$ cat src/rtl/change_dispenser_if.sv
// Payout request/result bundle between the vending controller and the change dispenser.
interface change_dispenser_if;
  logic       pay_valid;
  logic [5:0] pay_amount;
  logic       pay_ready;
  logic [5:0] paid_total;
  logic       pay_done;
  logic       pay_short;
  logic [5:0] short_amount;

  modport master (
    output pay_valid,
    output pay_amount,
    input  pay_ready,
    input  paid_total,
    input  pay_done,
    input  pay_short,
    input  short_amount
  );

  modport slave (
    input  pay_valid,
    input  pay_amount,
    output pay_ready,
    output paid_total,
    output pay_done,
    output pay_short,
    output short_amount
  );
endinterface

$ cat src/rtl/change_dispenser.sv
// Change dispenser: pays a latched amount greedily from four coin hoppers (10/5/2/1),
// confirming every coin with the exit sensor and declaring a jam when the ack times out.
module change_dispenser #(
  parameter int INV_W       = 8,
  parameter int INIT_INV    = 20,
  parameter int ACK_TIMEOUT = 16,
  parameter int LOW_MARK    = 2
) (
  input  logic                clk,
  input  logic                reset,
  change_dispenser_if.slave   pay_if,
  output logic [3:0]          o_eject,
  input  logic                i_eject_ack,
  input  logic                i_load_en,
  input  logic [1:0]          i_load_sel,
  input  logic [INV_W-1:0]    i_load_count,
  output logic                o_jam,
  input  logic                i_jam_clr,
  output logic [3:0]          o_inv_low
);

  typedef enum logic [2:0] {
    S_IDLE     = 3'd0,
    S_SELECT   = 3'd1,
    S_EJECT    = 3'd2,
    S_WAIT_ACK = 3'd3,
    S_JAM      = 3'd4,
    S_DONE     = 3'd5
  } state_t;

  state_t           r_state;
  state_t           w_next_state;
  logic [INV_W-1:0] r_inv [4];
  logic [5:0]       r_remaining;
  logic [5:0]       r_paid_total;
  logic [5:0]       r_short_amount;
  logic [1:0]       r_sel;
  logic [7:0]       r_timer;
  logic             r_pay_ready;
  logic             r_pay_done;
  logic             r_pay_short;
  logic             r_jam;
  logic [3:0]       r_eject;
  logic             w_pick_found;
  logic [1:0]       w_pick_idx;
  logic             w_accept;
  logic             w_ack_hit;
  logic             w_timeout;

  function automatic logic [5:0] denom_value(input logic [1:0] idx);
    case (idx)
      2'd0:    denom_value = 6'd1;
      2'd1:    denom_value = 6'd2;
      2'd2:    denom_value = 6'd5;
      2'd3:    denom_value = 6'd10;
      default: denom_value = 6'd1;
    endcase
  endfunction

  function automatic logic [3:0] onehot4(input logic [1:0] idx);
    onehot4 = 4'b0001 << idx;
  endfunction

  assign w_accept  = (r_state == S_IDLE) && pay_if.pay_valid;
  assign w_ack_hit = (r_state == S_WAIT_ACK) && i_eject_ack;
  assign w_timeout = (r_timer == 8'(ACK_TIMEOUT - 1));

  // Greedy pick: largest stocked denomination that still fits the remainder.
  always_comb begin
    w_pick_found = 1'b0;
    w_pick_idx   = 2'd0;
    for (int i = 3; i >= 0; i--) begin
      if (!w_pick_found && (denom_value(2'(i)) <= r_remaining) && (r_inv[i] != '0)) begin
        w_pick_found = 1'b1;
        w_pick_idx   = 2'(i);
      end else begin
        w_pick_found = w_pick_found;
      end
    end
  end

  always_ff @(posedge clk or posedge reset) begin
    if (reset) begin
      r_state <= S_IDLE;
    end else begin
      r_state <= w_next_state;
    end
  end

  always_comb begin
    w_next_state = r_state;
    case (r_state)
      S_IDLE: begin
        if (pay_if.pay_valid) begin
          w_next_state = S_SELECT;
        end else begin
          w_next_state = S_IDLE;
        end
      end
      S_SELECT: begin
        if (r_remaining == 6'd0) begin
          w_next_state = S_DONE;
        end else if (w_pick_found) begin
          w_next_state = S_EJECT;
        end else begin
          w_next_state = S_DONE;
        end
      end
      S_EJECT: begin
        w_next_state = S_WAIT_ACK;
      end
      S_WAIT_ACK: begin
        // A coin seen on the final timer cycle still counts as delivered.
        if (i_eject_ack) begin
          w_next_state = S_SELECT;
        end else if (w_timeout) begin
          w_next_state = S_JAM;
        end else begin
          w_next_state = S_WAIT_ACK;
        end
      end
      S_JAM: begin
        if (i_jam_clr) begin
          w_next_state = S_DONE;
        end else begin
          w_next_state = S_JAM;
        end
      end
      S_DONE: begin
        w_next_state = S_IDLE;
      end
      default: begin
        w_next_state = S_IDLE;
      end
    endcase
  end

  // A load in the same IDLE cycle as an accept lands before SELECT inspects stock.
  always_ff @(posedge clk or posedge reset) begin
    if (reset) begin
      for (int i = 0; i < 4; i++) begin
        r_inv[i] <= INV_W'(INIT_INV);
      end
    end else if ((r_state == S_IDLE) && i_load_en) begin
      r_inv[i_load_sel] <= i_load_count;
    end else if (r_state == S_EJECT) begin
      r_inv[r_sel] <= r_inv[r_sel] - INV_W'(1);
    end
  end

  always_ff @(posedge clk or posedge reset) begin
    if (reset) begin
      r_remaining  <= 6'd0;
      r_paid_total <= 6'd0;
    end else if (w_accept) begin
      r_remaining  <= pay_if.pay_amount;
      r_paid_total <= 6'd0;
    end else if (w_ack_hit) begin
      r_remaining  <= r_remaining - denom_value(r_sel);
      r_paid_total <= r_paid_total + denom_value(r_sel);
    end
  end

  always_ff @(posedge clk or posedge reset) begin
    if (reset) begin
      r_sel   <= 2'd0;
      r_timer <= 8'd0;
    end else if (r_state == S_SELECT) begin
      r_sel   <= w_pick_idx;
      r_timer <= 8'd0;
    end else if ((r_state == S_EJECT) || (r_state == S_WAIT_ACK)) begin
      r_timer <= r_timer + 8'd1;
    end
  end

  always_ff @(posedge clk or posedge reset) begin
    if (reset) begin
      r_pay_short    <= 1'b0;
      r_short_amount <= 6'd0;
    end else if (w_accept) begin
      r_pay_short    <= 1'b0;
      r_short_amount <= 6'd0;
    end else if ((w_next_state == S_DONE) && (r_state != S_DONE)) begin
      r_pay_short    <= (r_remaining != 6'd0);
      r_short_amount <= r_remaining;
    end
  end

  // Status strobes are registered from the next state so they line up with that state.
  always_ff @(posedge clk or posedge reset) begin
    if (reset) begin
      r_pay_ready <= 1'b1;
      r_pay_done  <= 1'b0;
      r_jam       <= 1'b0;
      r_eject     <= 4'd0;
    end else begin
      r_pay_ready <= (w_next_state == S_IDLE);
      r_pay_done  <= (w_next_state == S_DONE);
      r_jam       <= (w_next_state == S_JAM);
      r_eject     <= (w_next_state == S_EJECT) ? onehot4(w_pick_idx) : 4'd0;
    end
  end

  always_comb begin
    for (int i = 0; i < 4; i++) begin
      o_inv_low[i] = (r_inv[i] < INV_W'(LOW_MARK));
    end
  end

  assign pay_if.pay_ready    = r_pay_ready;
  assign pay_if.paid_total   = r_paid_total;
  assign pay_if.pay_done     = r_pay_done;
  assign pay_if.pay_short    = r_pay_short;
  assign pay_if.short_amount = r_short_amount;
  assign o_eject             = r_eject;
  assign o_jam               = r_jam;

endmodule

$ cat src/flat_wrapper.sv
// flat-port wrapper written by rule: the top's interface ports become plain ports
module change_dispenser_flat 
#(
  parameter int INV_W       = 8,
  parameter int INIT_INV    = 20,
  parameter int ACK_TIMEOUT = 16,
  parameter int LOW_MARK    = 2
)
  (clk, reset, o_eject, i_eject_ack, i_load_en, i_load_sel, i_load_count, o_jam, i_jam_clr, o_inv_low, pay_if_pay_valid, pay_if_pay_amount, pay_if_pay_ready, pay_if_paid_total, pay_if_pay_done, pay_if_pay_short, pay_if_short_amount);
  change_dispenser_if pay_if_i ();
  input  logic clk;
  input  logic reset;
  output logic [3:0] o_eject;
  input  logic i_eject_ack;
  input  logic i_load_en;
  input  logic [1:0] i_load_sel;
  input  logic [INV_W-1:0] i_load_count;
  output logic o_jam;
  input  logic i_jam_clr;
  output logic [3:0] o_inv_low;
  input wire logic [$bits(pay_if_i.pay_valid)-1:0] pay_if_pay_valid;
  input wire logic [$bits(pay_if_i.pay_amount)-1:0] pay_if_pay_amount;
  output wire logic [$bits(pay_if_i.pay_ready)-1:0] pay_if_pay_ready;
  output wire logic [$bits(pay_if_i.paid_total)-1:0] pay_if_paid_total;
  output wire logic [$bits(pay_if_i.pay_done)-1:0] pay_if_pay_done;
  output wire logic [$bits(pay_if_i.pay_short)-1:0] pay_if_pay_short;
  output wire logic [$bits(pay_if_i.short_amount)-1:0] pay_if_short_amount;
  assign pay_if_i.pay_valid = pay_if_pay_valid;
  assign pay_if_i.pay_amount = pay_if_pay_amount;
  assign pay_if_pay_ready = pay_if_i.pay_ready;
  assign pay_if_paid_total = pay_if_i.paid_total;
  assign pay_if_pay_done = pay_if_i.pay_done;
  assign pay_if_pay_short = pay_if_i.pay_short;
  assign pay_if_short_amount = pay_if_i.short_amount;
  change_dispenser #(.INV_W(INV_W), .INIT_INV(INIT_INV), .ACK_TIMEOUT(ACK_TIMEOUT), .LOW_MARK(LOW_MARK)) u_core (.clk(clk), .reset(reset), .pay_if(pay_if_i), .o_eject(o_eject), .i_eject_ack(i_eject_ack), .i_load_en(i_load_en), .i_load_sel(i_load_sel), .i_load_count(i_load_count), .o_jam(o_jam), .i_jam_clr(i_jam_clr), .o_inv_low(o_inv_low));
endmodule
$ cat config.mk
export PLATFORM = sky130hd
export DESIGN_NAME = change_dispenser_flat
export DESIGN_NICKNAME = d
export VERILOG_FILES = /design/src/rtl/change_dispenser_if.sv /design/src/rtl/change_dispenser.sv /design/src/flat_wrapper.sv
export SDC_FILE = /design/constraint.sdc
export NUM_CORES = 1
export LEC_CHECK = 0
export CORE_MARGIN = 4
export CORE_UTILIZATION = 51
export CTS_CLUSTER_SIZE = 20
export DETAILED_ROUTE_END_ITERATION = 10
export PLACE_DENSITY_LB_ADDON = 0.25
export SETUP_SLACK_MARGIN = 0.02
export SLEW_MARGIN = 15
export SYNTH_ARGS = -nofsm -noshare
export SYNTH_HDL_FRONTEND = slang
export SYNTH_SLANG_ARGS = --single-unit
$ cat constraint.sdc
create_clock -name clk -period 2.3 [get_ports clk]
set_input_delay 0.345 -clock clk [delete_from_list [all_inputs] [get_ports clk]]
set_output_delay 0.345 -clock clk [all_outputs]
set_load 0.01 [all_outputs]
After elaboration in Yosys (flattened, before gate mapping)
Cells that the tools add are included.
{"block": "totals", "reg_bits": 71, "latch_bits": 0, "ram_bits": 0, "mem_bits_ro": 0, "inputBits": 22, "wordCells": 116, "memories": 0}
{"block": "op_classes", "addsub": 4, "mul": 0, "n_div": 0, "order_cmp": 12, "n_eq_ne": 12, "shifts": 1, "mux": 40, "n_bitwise": 2, "n_reduce_logical": 30}
{"operator": "$bwmux W32", "count": 2}
{"operator": "$mux W32", "count": 2}
{"operator": "$mux W6", "count": 8}
{"operator": "$mux W8", "count": 6}
{"operator": "$demux W8 S2", "count": 2}
{"operator": "$lt A8 B2 Y1 const B", "count": 4}
{"operator": "$reduce_bool A8 Y1", "count": 4}
{"operator": "$pmux W6 S4", "count": 1}
{"operator": "$bmux W8 S2", "count": 1}
{"operator": "$pmux W3 S5", "count": 1}
{"operator": "$logic_and A1 B1 Y1", "count": 13}
{"operator": "$mux W3", "count": 4}
{"operator": "$eq A3 B2 Y1 const B", "count": 3}
{"operator": "$eq A3 B3 Y1 const B", "count": 3}
{"operator": "$add A8 B1 Y8 const B", "count": 1}
{"operator": "$eq A8 B4 Y1 const B", "count": 1}
{"operator": "$mux W1", "count": 8}
{"operator": "$mux W2", "count": 4}
{"operator": "$reduce_bool A2 Y1", "count": 4}
{"operator": "$sub A8 B1 Y8 const B", "count": 1}
{"operator": "$add A6 B6 Y6", "count": 1}
{"operator": "$ge A3 B3 Y1 const B", "count": 2}
{"operator": "$le A1 B6 Y1 const A", "count": 1}
{"operator": "$le A2 B6 Y1 const A", "count": 1}
{"operator": "17 further kinds", "count": 23}

Logic depth before layout (Yosys ltp)
{"block": "logic_depth", "ltp_word": 22, "ltp_mapped": 11, "ltp_nobuf": 9}

Least setup slack after synthesis
No wires, ideal clock.
{"block": "synth_timing", "kind": "reg2reg", "start": "reg u_core.r_sel[0]", "end": "reg u_core.r_inv[31] (netlist bit)", "t_arrival_ps": 2075, "required_time_ps": 2172, "setup_slack_ps": 97, "path_stages_with_launch": 9, "n_path_buf": 2, "synth_period_minus_slack_ps": 2203, "path_cell_list": "dfrtp_1 buf_4 buf_2 mux4_2 nor4_2 nand3b_1 xor2_1 o21ai_1 mux2_1"}
{"block": "synth_via", "elab_chain_len": 8, "word_cells_on_any_way": 13}
{"element": "from (decl)", "line_no": "change_dispenser.sv:37", "source": "logic [1:0] r_sel;"}
{"element": "from (signal assigned)", "line_no": "change_dispenser.sv:169", "source": "r_sel <= w_pick_idx;"}
{"element": "$not A2 Y3 (implied by the code) *", "line_no": "change_dispenser.sv:147", "source": "r_inv[r_sel] <= r_inv[r_sel] - INV_W'(1);"}
{"element": "$bmux W8 S2, or another cell as far along", "line_no": "change_dispenser.sv:147"}
{"element": "$mux W8 (implied by the code) / $logic_and A1 B1 Y1 (equally long branches)", "line_no": "change_dispenser.sv:147"}
{"element": "$mux W8 (implied by the code)", "line_no": "change_dispenser.sv:147"}
{"element": "$sub A8 B1 Y8 / $demux W8 S2 (equally long branches)", "line_no": "change_dispenser.sv:147"}
{"element": "$bwmux W32 *", "line_no": "change_dispenser.sv:147"}
{"element": "$mux W32 *", "line_no": "change_dispenser.sv:146", "source": "end else if (r_state == S_EJECT) begin"}
{"element": "$mux W32 *", "line_no": "change_dispenser.sv:144", "source": "end else if ((r_state == S_IDLE) && i_load_en) begin"}
{"element": "to (signal, indexed assignment)", "line_no": "change_dispenser.sv:142", "source": "r_inv[i] <= INV_W'(INIT_INV);"}
{"element": "to (signal, indexed assignment)", "line_no": "change_dispenser.sv:145", "source": "r_inv[i_load_sel] <= i_load_count;"}
{"element": "to (signal, indexed assignment)", "line_no": "change_dispenser.sv:147"}
{"element": "to (decl)", "line_no": "change_dispenser.sv:33", "source": "logic [INV_W-1:0] r_inv [4];"}
Every way passes the cells marked *; elsewhere a longest branch is shown, timed or not. The select of a mux whose other input is x is not followed.
A chain may end at the register's enable or synchronous reset.

Worst setup path in the final report
{"block": "layout_timing", "start": "reg u_core.r_sel[0]", "end": "reg u_core.r_inv[12] (netlist bit)"}
The elaborated chain is that of the path after synthesis.

==> results.ini <==
[grt]
grt_usage = 0.255
antenna_found_initial = 0
grt_overflow_total = 0
grt_max_degree = 31
grt_pass1_wl_um = 17800
grt_pass1_vias = 3528

[floorplan]
start_util = 0.520
rows = 32
core-area_um2 = 7690
die_area_um2 = 9310
die_x_um = 96.5
io-pin-count = 46
die_y_um = 96.5

[clock_tree]
cts_tree = done
clockBufferDepth = 2
clock_latency_ns = 0.36
cts_root_buffer = clkbuf_8
clock-sinks = 71
hold_buffers = 0
clkSlewWorstSetupHoldPaths_ns = 0.08
cts.htree.levels = 3
cts_buffers = 9

[worst_setup_path]
crit_arrival_ns = 2.52
r2r-end = u_core.r_inv[12]
ff2ff_path_depth = 8
r2r_slack_ns = 0.06
critPathLaunchType = flop
critPathKind = reg2reg
cp_max_fo = 4
r2r-start = u_core.r_sel[0]
cp.required_ns = 2.57
endpoint_kind = flop

[route]
vias_per_cell = 6.04
dr.first_iter.drc_count = 275
wl_per_cell_um = 18.9
drc = 0
ant_nets = 0
drt_pre_antenna_iters = 5
drt-total-wl_um = 11100
vias = 3550

[layout]
post-route-util = 0.666
instances_no_fill = 588
syn_to_final_growth_pct = 28.2
stdcell_area_um2 = 5120
antenna_cells = 0
nNetsFinal = 515
drive_gt1_frac = 0.210

[power_and_ir_drop]
powerDensity_nw_per_um2 = 1500
vdd_drop_max_mv = 0.676
power.leakage_nw = 2.24
p_total_mw = 7.68

[place]
dp_cells = 571
io_buffers = 45
dp_slack_ns = -0.112
dp_hpwl_um = 8280
place_area_um2 = 4810
gp_congestion = 0.941

[synth]
synthTopCellsByArea = dfrtp_1 (39%), dfstp_2 (5.9%), o21ai_0 (5.4%)
synth-seq-cells = 71
synth.largest_area_cell = dfrtp_1
yosysSeqAreaShare = 0.448
syn_inst = 399
yosysMostFrequentCell = dfrtp_1
synth.avg_cell_area_um2 = 10.0
synth_top_area_share = 0.388
synth_warnings = 0
synth_edf_count = 0
ys_top_cells_by_count = dfrtp_1 (62), o21ai_0 (43), nand2_1 (37)
syn_area_um2 = 4000
synthFlopType = dfrtp_1
synth.distinct_cells = 63
synthArstFlopShare = 1.00
synth_nets = 433

[timing]
slew_viol_final = 0
rsz0062_at_grt = true
hold_violations = 0
setup_slack_ns = 0.0560
fmax_mhz = 446
setup_violations = 0
fin_worst_skew_ns = 0.00930
finalCritPeriodShare = 0.976
worst_slew_pin_slew_ns = 0.827
tns_ns = 0
holdWs_ns = 0.260
relSlewSlack = 0.446
period_needed_ns = 2.24

[hold_path]
hold_class = in2async

[status]
status = finished clean

[flow_run]
maxCapViolCount = 0

[metal layers]
metal | GRT usage | share of wire | wire, µm
met1 | 0.335 | 0.42 | 4630
met2 | 0.413 | 0.49 | 5400
met3 | 0.0480 | 0.068 | 754
met4 | 0.112 | 0.028 | 310
met5 | 0 | 0 | 0
[timing repair]
item / 4_1_cts / 5_1_grt
cloned: 0 / 0
pin swaps: 0 / 5
endpoints found under the hold margin: 0 / 0
setup endpoints to repair: 4 / 20
gates resized for setup: 12 / 16
buffers inserted: 0 / 1
[sequential cells by signal, indices dropped and copies added (netlist names)]
register,cells
u_core.pay_if.short_amount,6
u_core.o_eject,4
u_core.r_inv,32
u_core.r_remaining,6
u_core.pay_if.pay_short,1
u_core.o_jam,1
u_core.pay_if.paid_total,6
u_core.pay_if.pay_done,1
u_core.r_sel,2
u_core.r_timer,8
u_core.pay_if.pay_ready,1
u_core.r_state,3
[layout make-up]
cell class                      count  area [µm²]
Sequential cell                    71        1790
Multi-Input combinational cell    294        2190
Timing Repair Buffer               86         769
Tap cell                          102         128
Fill cell                         649        2570
Clock inverter                      1        5.00
Inverter                           19        71.3
Clock buffer                       15         166
[cell usage in the layout (no fill, tap or decap), types with 10 or more instances in the layout]
cell	count
a21oi_1	15
a221o_1	10
a22oi_1	19
buf_4	39
clkbuf_8	11
clkdlybuf4s50_1	41
dfrtp_1	60
inv_1	18
nand2_1	37
nand3_1	11
nor2_1	30
nor3_1	11
o21ai_0	43
[report_power, final]
part	internal, mW	leakage [nW]	switching (mW)
registers	1.81	0.890	0.656
logic	2.12	1.26	2.18
clock network	0.451	0.0877	0.462
total	4.38	2.24	3.30
[worst max path at each step]
stage / startpoint / endpoint / slack [ns] / cells past startpoint
after CTS: u_core.r_sel[0] / u_core.r_inv[12] / 0.05 / 8
final: u_core.r_sel[0] / u_core.r_inv[12] / 0.06 / 8
after floorplan: u_core.r_sel[0] / u_core.r_inv[31] / 0.1 / 8
after global routing: u_core.r_sel[0] / u_core.r_inv[4] / -0.03 / 8
after detailed placement: i_load_en / u_core.r_inv[17] / -0.11 / 7
after global placement: i_load_en / u_core.r_inv[16] / -0.09 / 7
[worst max-delay path, cell delays in order (launching register included)]
cell and delay [ns]:
dfrtp_2 0.43, buf_4 0.15, mux4_2 0.51, inv_1 0.08
ha_2 0.22, nor3b_4 0.27, xnor2_2 0.13, buf_4 0.16
o21ai_0 0.20
[kinds of logic (layout without fill, tap and decap cells)]
kind of cell,count (synthesis),count (layout),share of synthesized area
compound gates,115,115,0.195
xor+xnor,15,15,0.0329
fa+ha+maj,12,12,0.0413
buf+inv,34,121,0.0363
flops,71,71,0.448
mux,15,15,0.0642
simple gates,137,137,0.182
Note: power is estimated with default switching activity, not from simulation.
